File: config.mk
export PLATFORM = sky130hd
export DESIGN_NAME = ssemi_adc_csr_master
export DESIGN_NICKNAME = d
export VERILOG_FILES = /design/src/rtl/ssemi_adc_csr_master.sv
export SDC_FILE = /design/constraint.sdc
export NUM_CORES = 1
export LEC_CHECK = 0
export BUFFER_PORTS_ARGS = -buffer_cell sky130_fd_sc_hd__buf_2
export CORE_ASPECT_RATIO = 0.75
export CORE_UTILIZATION = 54
export DETAILED_ROUTE_END_ITERATION = 12
export PLACE_DENSITY = 0.86
export SYNTH_ARGS = -nofsm -noshare
export SYNTH_HDL_FRONTEND = slang
export SYNTH_SLANG_ARGS = --single-unit
File: constraint.sdc
create_clock -name i_clk -period 4.14 [get_ports i_clk]
set_clock_uncertainty 0.15 [all_clocks]
set_input_delay 0.621 -clock i_clk [delete_from_list [all_inputs] [get_ports i_clk]]
set_output_delay 0.621 -clock i_clk [all_outputs]
set_load 0.03 [all_outputs]
File: src/rtl/ssemi_adc_csr_master.sv
// CSR initiator: turns one host command at a time into the decimator's CSR
// valid/ready handshake, with a per-transaction timeout and one response per command.
module ssemi_adc_csr_master #(
  parameter int unsigned TIMEOUT_CYCLES = 256,
  parameter int unsigned CNT_W          = 16
) (
  input  logic        i_clk,
  input  logic        i_rst_n,
  input  logic        i_cmd_valid,
  output logic        o_cmd_ready,
  input  logic        i_cmd_write,
  input  logic [7:0]  i_cmd_addr,
  input  logic [31:0] i_cmd_wdata,
  output logic        o_rsp_valid,
  input  logic        i_rsp_ready,
  output logic [31:0] o_rsp_rdata,
  output logic        o_rsp_error,
  output logic        o_csr_wr_valid,
  output logic [7:0]  o_csr_addr,
  output logic [31:0] o_csr_wr_data,
  input  logic        i_csr_wr_ready,
  output logic        o_csr_rd_ready,
  input  logic [31:0] i_csr_rd_data,
  input  logic        i_csr_rd_valid,
  output logic        o_busy,
  output logic [7:0]  o_timeout_count
);

  typedef enum logic [1:0] {StIdle, StWr, StRd, StResp} state_e;

  state_e            state_q;
  logic [CNT_W-1:0]  cnt_q;
  logic [7:0]        addr_q;
  logic [31:0]       wdata_q;
  logic [31:0]       rdata_q;
  logic              error_q;
  logic [7:0]        tmo_cnt_q;
  logic              cnt_last;

  assign cnt_last = (cnt_q == CNT_W'(TIMEOUT_CYCLES - 1));

  always_ff @(posedge i_clk) begin
    if (!i_rst_n) begin
      state_q   <= StIdle;
      cnt_q     <= '0;
      addr_q    <= '0;
      wdata_q   <= '0;
      rdata_q   <= '0;
      error_q   <= 1'b0;
      tmo_cnt_q <= '0;
    end else begin
      unique case (state_q)
        StIdle: begin
          if (i_cmd_valid) begin
            addr_q  <= i_cmd_addr;
            wdata_q <= i_cmd_wdata;
            cnt_q   <= '0;
            state_q <= i_cmd_write ? StWr : StRd;
          end
        end
        StWr: begin
          // A handshake on the final timeout cycle still counts as success.
          if (i_csr_wr_ready || cnt_last) begin
            error_q <= !i_csr_wr_ready;
            rdata_q <= '0;
            addr_q  <= '0;
            wdata_q <= '0;
            state_q <= StResp;
            if (!i_csr_wr_ready && tmo_cnt_q != 8'hff) tmo_cnt_q <= tmo_cnt_q + 8'd1;
          end else begin
            cnt_q <= cnt_q + 1'b1;
          end
        end
        StRd: begin
          if (i_csr_rd_valid || cnt_last) begin
            error_q <= !i_csr_rd_valid;
            rdata_q <= i_csr_rd_valid ? i_csr_rd_data : 32'h0;
            addr_q  <= '0;
            wdata_q <= '0;
            state_q <= StResp;
            if (!i_csr_rd_valid && tmo_cnt_q != 8'hff) tmo_cnt_q <= tmo_cnt_q + 8'd1;
          end else begin
            cnt_q <= cnt_q + 1'b1;
          end
        end
        StResp: begin
          if (i_rsp_ready) begin
            rdata_q <= '0;
            error_q <= 1'b0;
            state_q <= StIdle;
          end
        end
        default: state_q <= StIdle;
      endcase
    end
  end

  // All outputs are decodes of registered state only; no input reaches an output.
  assign o_cmd_ready     = (state_q == StIdle);
  assign o_busy          = (state_q != StIdle);
  assign o_csr_wr_valid  = (state_q == StWr);
  assign o_csr_rd_ready  = (state_q == StRd);
  assign o_rsp_valid     = (state_q == StResp);
  assign o_csr_addr      = addr_q;
  assign o_csr_wr_data   = wdata_q;
  assign o_rsp_rdata     = rdata_q;
  assign o_rsp_error     = error_q;
  assign o_timeout_count = tmo_cnt_q;

endmodule
==> metrics.yaml <==
die_w_um: 110
synth_top_family_by_area: "simple AND/OR/NAND/NOR gates"
finalHoldViolations: 0
yosys.area_share.simple_pct: 22.7
total_power_uw: 3960
fin_area_mm2: 0.00576
track_usage_pct: 27.1
end_kind: "flip-flop"
slew_violations: 0
synth_adder_area_share_pct: 2.14
tightest_slew_ps: 1190
crit_path_max_fanout: 33
cp.required_ps: 4250
outcome: "finished, final reports clean"
max_cap_viol_count: 0
total_leakage_power_uw: 0.00239
top_level_ports: 165
worst-path-buf-inv: 2
antenna_left: 0
fp.dieH_um: 82.7
max_clock_freq_mhz: 351
r2r_slack_ps: 1290
cts-root-buf: "clkbuf_16"
synth_mux_area_share_pct: 8.12
finalSetupViolCount: 0
slowest_stage: "nor2_1"
rows: 29
crit_top_cell: "buf_4"
cts_buffer_depth: 2
area_growth_pct: 23.0
hold_class: "reg2reg"
initial_core_util_pct: 55.6
yosys.area_share.xor_xnor_pct: 0
finalSetupTns_ps: 0
yosysSeqAreaShare_pct: 42.3
cp-start-kind: "flip-flop"
via_count: 4789
drc_errors: 0
syn_area_per_cell_um2: 8.50
grt_pass1_vias: 4167
htree_num_levels: 3
syn_nets: 638
power_density_mw_per_mm2: 687
synth-compound-area-share_pct: 18.8
first_pass_iters: 7
fin_crit_sh_pct: 68.7
drive_above_1_share_pct: 28.9
relSlewSlack_pct: 20.5
ys_types: 48
drt-vias-per-instance: 6.02
cts_setup_buffers: 0
numCtsBuffers: 9
nets: 770
ys_warn_count: 0
vdd_drop_max_uv: 403
crit_family: "simple AND/OR/NAND/NOR gates"
drt-wirelength-per-cell_um: 15.8
cts_tree: "done"
arrival_ps: 2960
antenna_found_initial: 0
clock_latency_ps: 340
grt-ovfl-total: 0
coreArea_mm2: 0.00842
diodes: 0
finalCriticalPeriod_ps: 2850
drtIter0Drc: 315
path_class: "reg2reg"
dp_hpwl_um: 8340
postPlaceCellArea_mm2: 0.00547
ctsResizeCount: 0
cts.sinks: 99
path_cells: "nand4_1, nor2_1, a22oi_2, buf_4, nor3_4, buf_4, mux2i_1"
syn_area_mm2: 0.00468
rsz0062_at_grt: "false"
holdBufCountCts: 0
io_buffers: 164
clkTransAtPathRegs_ps: 80
max_stage_delay_ps: 480
wl_um: 12600
grt_max_degree: 70
grt_pass1_wl_um: 19500
gp_congestion: 0.886
ys_ff_latch: 99
die-area_mm2: 0.00905
synthCells: 551
-- per-stage QoR --
stage | worst slack (ps) | util, % | instances | hold WS [ps]
after detailed placement | 1390 | 64.9 | 780 | 296
after global routing | 1150 | 68.4 | 796 | 318
final | 1290 | 68.4 | 796 | 304
after CTS | 1380 | 68.4 | 796 | 307
after global placement | 1540 | 64.9 | 780 | 290
after floorplan | 1490 | - | 551 | 304
-- cells by family after synthesis --
logic type      after synthesis
compound gates              141
flops                        99
buf+inv                      61
mux                          38
fa+ha+maj                     8
simple gates                204
-- synth_stat cells (all sizes together) --
cell type	number	area share [%]
o2111ai	1	0.56
o21ai	44	4.7
and2	2	0.32
clkbuf	45	3.6
or2	1	0.13
dfxtp	99	42
nand2b	9	1.2
a2111oi	5	0.94
o41ai	1	0.19
o2111a	4	0.96
nor2	8	0.64
a21oi	48	5.1
ha	8	2.1
o32ai	4	0.91
o31ai	5	0.80
buf	6	1.5
nand4	46	6.1
a41o	1	0.21
nand3	9	0.96
a22o	1	0.19
nand3b	4	0.64
nor4	5	0.99
nand4b	2	0.37
or3	4	0.53
a22oi	1	0.27
a211oi	6	0.96
o311ai	1	0.19
a21o	2	0.32
or4b	1	0.21
and4	1	0.19
inv	10	0.80
mux2i	38	8.1
nor3	5	0.77
o211ai	6	0.96
nor4b	1	0.19
o22ai	11	1.5
or4	8	1.4
or3b	1	0.19
nand2	96	7.7
nor2b	1	0.13
-- layer usage --
metal	up-vias	global-route usage (%)	share of wire (%)
li1	2287	-	-
met1	2243	34.6	42
met2	224	44.4	48
met3	35	7.06	7.4
met4	0	9.73	2.5
met5	-	0	0
-- sequential cells by signal, summed over array words and instances (netlist names) --
name and cells:
cnt_q 16, o_csr_addr 8, o_csr_wr_data 32, o_rsp_error 1
o_rsp_rdata 32, o_timeout_count 8, state_q 2
-- worst register-to-register path: cells and delay by family (launching register included) --
family          cells  cell delay (ps)
simple gates        3             1080
compound gates      1              150
buf+inv             2              710
mux                 1              270
flops               1              400
-- path summary, 6_finish.rpt --
| kind | from | endpoint | cells past startpoint |
|---|---|---|---|
| worst max register to register | cnt_q[4] | o_rsp_rdata[18] | 7 |
| worst max-delay path | cnt_q[4] | o_rsp_rdata[18] | 7 |
| worst min register to register | o_rsp_rdata[23] | o_rsp_rdata[23] | 2 |
| worst min-delay path | o_rsp_rdata[23] | o_rsp_rdata[23] | 2 |
-- layout make-up --
cell class,instances,area (µm²)
flip-flops and latches,99,1980
inverters,10,37.5
clock buffers,10,239
clock inverters,6,53.8
well taps,108,135
multi-input cells,391,2430
fillers,675,2660
repair buffers,172,881
-- cells in the final DEF (no fill, tap or decap), drive strengths merged, types with 2 or more instances in the layout --
master,Yosys,final
ha,8,8
a21oi,48,48
nor2,8,8
nand3b,4,4
nor4,5,5
nand2,96,96
o21ai,44,44
dfxtp,99,99
o22ai,11,11
or3,4,4
nand2b,9,9
nor3,5,5
nand3,9,9
o211ai,6,6
clkbuf,45,10
mux2i,38,38
clkinv,0,2
o31ai,5,5
o2111a,4,4
inv,10,13
a211oi,6,6
nand4b,2,2
or4,8,8
o32ai,4,4
and2,2,2
a2111oi,5,5
buf,6,172
a21o,2,2
nand4,46,46
-- power by group --
| group | internal, µW | switching (µW) | leakage, µW |
|---|---|---|---|
| clock network | 435 | 391 | 0.000142 |
| logic | 610 | 1290 | 0.00144 |
| registers | 1130 | 95.3 | 0.000805 |
| total | 2180 | 1780 | 0.00239 |
Note: power is estimated with default switching activity, not from simulation.
